**config.mk**
```make
export PLATFORM = sky130hd
export DESIGN_NAME = bus_datapath
export DESIGN_NICKNAME = d
export VERILOG_FILES = /design/src/rtl/datapath_pkg.sv /design/src/rtl/alu_seq.sv /design/src/rtl/bus_datapath.sv
export SDC_FILE = /design/constraint.sdc
export NUM_CORES = 2
export LEC_CHECK = 0
export CORE_UTILIZATION = 55
export DETAILED_ROUTE_END_ITERATION = 7
export PLACE_DENSITY = 0.72
export SETUP_SLACK_MARGIN = 0.15
export SLEW_MARGIN = 5
export SYNTH_ARGS = -nofsm -noshare
export SYNTH_HDL_FRONTEND = slang
export SYNTH_SLANG_ARGS = --single-unit
```
**constraint.sdc**
```tcl
create_clock -name clk -period 8.4 [get_ports clk]
set_input_delay 2.52 -clock clk [delete_from_list [all_inputs] [get_ports clk]]
set_output_delay 2.52 -clock clk [all_outputs]
set_load 0.05 [all_outputs]
```
**src/rtl/datapath_pkg.sv**
```systemverilog
// datapath_pkg: shared types and defaults for bus_datapath.
// Holds the ALU op codes, the ALU FSM states and the default sizes.
package datapath_pkg;

  localparam int DEF_XLEN  = 32;
  localparam int DEF_NREGS = 32;

  typedef enum logic [4:0] {
    OP_ZERO = 5'd0,
    OP_OR   = 5'd1,
    OP_AND  = 5'd2,
    OP_XOR  = 5'd3,
    OP_SLL  = 5'd4,
    OP_SRL  = 5'd5,
    OP_SRA  = 5'd6,
    OP_LTU  = 5'd7,
    OP_LEU  = 5'd8,
    OP_EQ   = 5'd9,
    OP_GTU  = 5'd10,
    OP_GEU  = 5'd11,
    OP_ADD  = 5'd12,
    OP_SUB  = 5'd13,
    OP_MUL  = 5'd14
  } alu_op_e;

  typedef enum logic [1:0] {
    IDLE = 2'd0,
    EXEC = 2'd1,
    DONE = 2'd2
  } alu_state_e;

endpackage

```
**src/rtl/alu_seq.sv**
```systemverilog
// alu_seq: operand latches, IDLE/EXEC/DONE FSM, registered result and flags.
// Ports: clk, rst_n (async, active-low), func_sel, store_1/2, start, bus_in;
// busy, done, result, flag_zero/carry/illegal. BUS_DATAPATH_MUL_EN adds the
// iterative shift-add multiplier for op 14.
module alu_seq
  import datapath_pkg::*;
#(
  parameter int XLEN = DEF_XLEN
) (
  input  logic            clk,
  input  logic            rst_n,
  input  logic [4:0]      func_sel,
  input  logic            store_1,
  input  logic            store_2,
  input  logic            start,
  input  logic [XLEN-1:0] bus_in,
  output logic            busy,
  output logic            done,
  output logic [XLEN-1:0] result,
  output logic            flag_zero,
  output logic            flag_carry,
  output logic            flag_illegal
);

  localparam int SHW = $clog2(XLEN);

  alu_state_e      state_q, state_d;
  logic [4:0]      op_q, op_d;
  logic [XLEN-1:0] op1_q, op1_d, op2_q, op2_d;
  logic [XLEN-1:0] res_q, res_d;
  logic            fz_q, fz_d, fc_q, fc_d, fi_q, fi_d;
  logic            busy_q, busy_d, done_q, done_d;

  logic [XLEN-1:0] alu_y, fin_y;
  logic            alu_c, alu_ill, fin, fin_c, fin_i;
  logic [XLEN:0]   sum, dif;
  logic [SHW-1:0]  shamt;

`ifdef BUS_DATAPATH_MUL_EN
  localparam logic [SHW-1:0] CNT_LAST = SHW'(XLEN - 1);
  logic [XLEN-1:0] acc_q, acc_d, mcd_q, mcd_d, mpl_q, mpl_d, acc_nx;
  logic [SHW-1:0]  cnt_q, cnt_d;
`endif

  assign shamt = op2_q[SHW-1:0];

  // dif[XLEN] is the borrow of the unsigned subtraction
  always_comb begin
    sum     = {1'b0, op1_q} + {1'b0, op2_q};
    dif     = {1'b0, op1_q} - {1'b0, op2_q};
    alu_y   = '0;
    alu_c   = 1'b0;
    alu_ill = 1'b0;
    case (op_q)
      OP_ZERO: alu_y = '0;
      OP_OR:   alu_y = op1_q | op2_q;
      OP_AND:  alu_y = op1_q & op2_q;
      OP_XOR:  alu_y = op1_q ^ op2_q;
      OP_SLL:  alu_y = op1_q << shamt;
      OP_SRL:  alu_y = op1_q >> shamt;
      OP_SRA:  alu_y = $unsigned($signed(op1_q) >>> shamt);
      OP_LTU:  alu_y = XLEN'(op1_q <  op2_q);
      OP_LEU:  alu_y = XLEN'(op1_q <= op2_q);
      OP_EQ:   alu_y = XLEN'(op1_q == op2_q);
      OP_GTU:  alu_y = XLEN'(op1_q >  op2_q);
      OP_GEU:  alu_y = XLEN'(op1_q >= op2_q);
      OP_ADD: begin
        alu_y = sum[XLEN-1:0];
        alu_c = sum[XLEN];
      end
      OP_SUB: begin
        alu_y = dif[XLEN-1:0];
        alu_c = dif[XLEN];
      end
      default: alu_ill = 1'b1;
    endcase
  end

  always_comb begin
    state_d = state_q;
    op_d    = op_q;
    op1_d   = op1_q;
    op2_d   = op2_q;
    res_d   = res_q;
    fz_d    = fz_q;
    fc_d    = fc_q;
    fi_d    = fi_q;
    fin     = 1'b0;
    fin_y   = alu_y;
    fin_c   = alu_c;
    fin_i   = alu_ill;
`ifdef BUS_DATAPATH_MUL_EN
    acc_d  = acc_q;
    mcd_d  = mcd_q;
    mpl_d  = mpl_q;
    cnt_d  = cnt_q;
    acc_nx = acc_q + (mpl_q[0] ? mcd_q : '0);
`endif
    if (state_q != EXEC) begin
      if (store_1) op1_d = bus_in;
      if (store_2) op2_d = bus_in;
    end
    unique case (state_q)
      IDLE, DONE: begin
        state_d = IDLE;
        if (start) begin
          state_d = EXEC;
          op_d    = func_sel;
`ifdef BUS_DATAPATH_MUL_EN
          // operands stored in the start cycle are already visible here
          acc_d = '0;
          mcd_d = op1_d;
          mpl_d = op2_d;
          cnt_d = '0;
`endif
        end
      end
      EXEC: begin
`ifdef BUS_DATAPATH_MUL_EN
        if (op_q == OP_MUL) begin
          acc_d = acc_nx;
          mcd_d = mcd_q << 1;
          mpl_d = mpl_q >> 1;
          cnt_d = cnt_q + SHW'(1);
          fin   = (cnt_q == CNT_LAST);
          fin_y = acc_nx;
          fin_c = 1'b0;
          fin_i = 1'b0;
        end else begin
          fin = 1'b1;
        end
`else
        fin = 1'b1;
`endif
      end
      default: state_d = IDLE;
    endcase
    if (fin) begin
      state_d = DONE;
      res_d   = fin_y;
      fz_d    = (fin_y == '0);
      fc_d    = fin_c;
      fi_d    = fin_i;
    end
    busy_d = (state_d == EXEC);
    done_d = (state_d == DONE);
  end

  always_ff @(posedge clk or negedge rst_n) begin
    if (!rst_n) begin
      state_q <= IDLE;
      op_q    <= '0;
      op1_q   <= '0;
      op2_q   <= '0;
      res_q   <= '0;
      fz_q    <= 1'b0;
      fc_q    <= 1'b0;
      fi_q    <= 1'b0;
      busy_q  <= 1'b0;
      done_q  <= 1'b0;
`ifdef BUS_DATAPATH_MUL_EN
      acc_q   <= '0;
      mcd_q   <= '0;
      mpl_q   <= '0;
      cnt_q   <= '0;
`endif
    end else begin
      state_q <= state_d;
      op_q    <= op_d;
      op1_q   <= op1_d;
      op2_q   <= op2_d;
      res_q   <= res_d;
      fz_q    <= fz_d;
      fc_q    <= fc_d;
      fi_q    <= fi_d;
      busy_q  <= busy_d;
      done_q  <= done_d;
`ifdef BUS_DATAPATH_MUL_EN
      acc_q   <= acc_d;
      mcd_q   <= mcd_d;
      mpl_q   <= mpl_d;
      cnt_q   <= cnt_d;
`endif
    end
  end

  assign busy         = busy_q;
  assign done         = done_q;
  assign result       = res_q;
  assign flag_zero    = fz_q;
  assign flag_carry   = fc_q;
  assign flag_illegal = fi_q;

endmodule

```
**src/rtl/bus_datapath.sv**
```systemverilog
// bus_datapath: register file and single shared bus around alu_seq.
// Ports: clk, reset (async, active-low), ALU/register/imm controls in;
// bus_out/valid/conflict, ALU status, result and flags out.
// BUS_DATAPATH_MUL_EN enables the iterative multiplier (op 14).
module bus_datapath
  import datapath_pkg::*;
#(
  parameter int XLEN   = DEF_XLEN,
  parameter int NREGS  = DEF_NREGS,
  parameter int RIDX_W = $clog2(NREGS)
) (
  input  logic              clk,
  input  logic              reset,
  input  logic [4:0]        alu_function_sel,
  input  logic              alu_store_1,
  input  logic              alu_store_2,
  input  logic              alu_start,
  input  logic              alu_broadcast,
  input  logic [RIDX_W-1:0] register_index,
  input  logic              register_read_enable,
  input  logic              register_write_enable,
  input  logic [XLEN-1:0]   imm,
  input  logic              imm_EN,
  output logic [XLEN-1:0]   bus_out,
  output logic              bus_valid,
  output logic              bus_conflict,
  output logic              alu_busy,
  output logic              alu_done,
  output logic [XLEN-1:0]   alu_result,
  output logic              flag_zero,
  output logic              flag_carry,
  output logic              flag_illegal
);

  logic [XLEN-1:0] regs_q [NREGS];
  logic [XLEN-1:0] regs_d [NREGS];
  logic [XLEN-1:0] rd_val;
  logic [1:0]      n_drv;

  // r0 is never written, so it stays at its reset value of 0
  assign rd_val = regs_q[register_index];

  always_comb begin
    n_drv = 2'(alu_broadcast) + 2'(register_read_enable) + 2'(imm_EN);
    bus_out = '0;
    if (alu_broadcast)             bus_out = alu_result;
    else if (register_read_enable) bus_out = rd_val;
    else if (imm_EN)               bus_out = imm;
    bus_valid    = (n_drv != 2'd0);
    bus_conflict = (n_drv >= 2'd2);
  end

  always_comb begin
    regs_d = regs_q;
    if (register_write_enable && (register_index != '0))
      regs_d[register_index] = bus_out;
  end

  always_ff @(posedge clk or negedge reset) begin
    if (!reset) regs_q <= '{default: '0};
    else        regs_q <= regs_d;
  end

  alu_seq #(
    .XLEN(XLEN)
  ) u_alu (
    .clk         (clk),
    .rst_n       (reset),
    .func_sel    (alu_function_sel),
    .store_1     (alu_store_1),
    .store_2     (alu_store_2),
    .start       (alu_start),
    .bus_in      (bus_out),
    .busy        (alu_busy),
    .done        (alu_done),
    .result      (alu_result),
    .flag_zero   (flag_zero),
    .flag_carry  (flag_carry),
    .flag_illegal(flag_illegal)
  );

endmodule

```
==> results.sh <==
export IMPL_setup_slack_ns=0.327
export IMPL_rsz0062_at_grt="no"
export IMPL_wl_per_cell_um=28.0
export IMPL_grt_max_degree=179
export IMPL_post_cts_resized=0
export IMPL_synthAdderAreaFrac=0.0224
export IMPL_synthCells=5859
export IMPL_synth_compound_area_frac=0.182
export IMPL_post_place_ws_ns=0.498
export IMPL_synthDistinctLibCells=91
export IMPL_startpoint_type="input pin"
export IMPL_ys_flop_type="dfrtp_1"
export IMPL_critical_path_arrival_ns=5.55
export IMPL_synth_edf_count=0
export IMPL_cts_sinks=1130
export IMPL_yosysWarnings=0
export IMPL_placed_cell_area_um2=60100
export IMPL_ys_seq_area_frac=0.493
export IMPL_cts_root_buf="clkbuf_16"
export IMPL_clk_latency_ns=0.75
export IMPL_hold_violations=0
export IMPL_fin_hold_ws_ns=0.373
export IMPL_routed_wirelength_um=201000
export IMPL_power_total_mw=17.4
export IMPL_numCtsBuffers=112
export IMPL_worstPathRequired_ns=5.88
export IMPL_viasPerCell=6.60
export IMPL_outcome="finished clean"
export IMPL_start_util=0.555
export IMPL_clock_skew_ns=0.0390
export IMPL_clockBufferDepth=3
export IMPL_mostFrequentLayoutCells="nand2_1, o21ai_0, dfrtp_1, mux4_2, nor2_1"
export IMPL_crit_type="in2out"
export IMPL_synth_xor_area_share=0.00275
export IMPL_synth_seq_cells=1130
export IMPL_post_cts_buffers=0
export IMPL_port_buffers=121
export IMPL_cap_violations=0
export IMPL_grt_overflow_total=0
export IMPL_end_kind="primary output"
export IMPL_synth_simple_area_share=0.125
export IMPL_ios=122
export IMPL_min_period_ns=8.07
export IMPL_min_path_type="reg2reg"
export IMPL_die_w_um=325
export IMPL_avgSynthCellArea_um2=9.80
export IMPL_num_rows=118
export IMPL_track_usage=0.384
export IMPL_critPathMaxFanout=17
export IMPL_clock_fmax_ghz=0.124
export IMPL_die_h_um=325
export IMPL_gp_congestion=1.04
export IMPL_final_area_um2=63900
export IMPL_seqCellArea_um2=28300
export IMPL_grt_pass1_vias=45600
export IMPL_core_area_um2=103000
export IMPL_worstMarginPinSlew_ns=1.25
export IMPL_synth_top_family_by_area="compound AO/OA/AOI/OAI gates"
export IMPL_syn_num_nets=6011
export IMPL_drcViolationCount=0
export IMPL_muxShareOfSynthArea=0.129
export IMPL_postSynth_asyncResetShare=1.00
export IMPL_ir_drop_v=0.000187
export IMPL_syn_area_um2=57400
export IMPL_tns_ns=0
export IMPL_clk_pin_slew_ns=0.06
export IMPL_drive_gt1_frac=0.137
export IMPL_hpwl_um=129000
export IMPL_cts_max_level=3
export IMPL_setup_viol=0
export IMPL_synthToLayoutAreaGrowth_pct=11.3
export IMPL_drt_pass1_iterations=8
export IMPL_fin_crit_sh=0.961
export IMPL_leakage_nw=27.7
export IMPL_layout_commonest_cell="nand2_1"
export IMPL_cts_tree="yes"
export IMPL_drv_slew=0
export IMPL_cts_hold_fix_buffers=0
export IMPL_drtIter0Drc=6279
export IMPL_final_antenna_net_count=0
export IMPL_multiInputGateArea_um2=26800
export IMPL_nets=5858
export IMPL_dieArea_um2=106000
export IMPL_antenna_found_initial=3
export IMPL_max_slew_margin=0.157
export IMPL_fill_cells=8387
export IMPL_grt_first_pass_wirelength_um=302000
export IMPL_p_per_area_nw_per_um2=272
export IMPL_vias=47400
-- cells in the mapped netlist, types with 37 or more instances --
cell	count	area [µm²]
a21oi_1	136	681
a22oi_1	169	1270
buf_1	45	169
buf_2	43	215
clkbuf_1	466	1750
dfrtp_1	1130	28300
ha_1	98	1230
inv_1	127	477
mux2i_1	75	751
mux4_2	275	6190
nand2_1	1283	4820
nand3_1	37	185
nand4_1	50	313
nor2_1	184	691
nor3_1	40	200
o211ai_1	40	300
o21ai_0	1150	5760
o22ai_1	46	288
-- registers in the layout, indices dropped and copies added, names as in the netlist --
name	count
regs_q	1024
u_alu.op1_q	32
u_alu.op2_q	32
u_alu.result	32
u_alu.op_q	5
u_alu.done	1
u_alu.flag_carry	1
u_alu.flag_illegal	1
u_alu.flag_zero	1
u_alu.state_q	1
-- layer usage --
metal  GRT usage  share of wire
met1       0.542           0.40
met2       0.578           0.45
met3      0.0715          0.098
met4       0.181          0.052
met5           0        0.00013
-- where the power goes --
group | internal (mW) | switching (mW)
logic | 1.84 | 3.46
clock network | 2.92 | 2.19
registers | 6.27 | 0.721
-- cell type report --
cell class | count | area share
flip-flops and latches | 1130 | 0.443
multi-input cells | 4043 | 0.419
clock buffers | 179 | 0.0532
repair buffers | 290 | 0.0447
well taps | 1380 | 0.0270
inverters | 129 | 0.00758
clock inverters | 29 | 0.00572
diodes | 1 | 0.0000392
-- worst max-delay path: stages --
cell and delay, ns:
clkdlybuf4s50_1 0.71, and3_2 0.57, buf_12 0.26, a22oi_1 0.25, nand4_1 0.46, a22oi_1 0.30, nor2_1 0.08, a21oi_2 0.14
inv_1 0.06, buf_4 0.18
-- kinds of logic after synthesis --
kind of cell,count (synthesis)
AOI/OAI and AO/OA,1798
DFF,1130
buffers and inverters,686
and+or+nand+nor,1736
muxes,390
adders and majority gates,101
xor gates and xnor gates,18
-- worst paths after layout --
check	startpoint	end	slack (ns)	depth (start not counted)
min in group asynchronous	reset	u_alu.op2_q[6]	1.80	1
setup reg to reg	u_alu.op2_q[4]	u_alu.flag_zero	2.42	14
setup / recovery	register_index[2]	bus_out[21]	0.33	10
hold reg to reg	regs_q[1023]	regs_q[1023]	0.37	0
hold / removal	regs_q[1023]	regs_q[1023]	0.37	0
max in group asynchronous	reset	regs_q[416]	4.80	3
-- per-stage QoR --
| step | std cells | utilization |
|---|---|---|
| floorplan | 5859 | - |
| global placement | 6972 | 0.581 |
| detailed placement | 6972 | 0.581 |
| CTS | 7180 | 0.617 |
| global route | 7180 | 0.617 |
| finish | 7181 | 0.617 |
No activity file was read; power rests on OpenSTA's default activity.
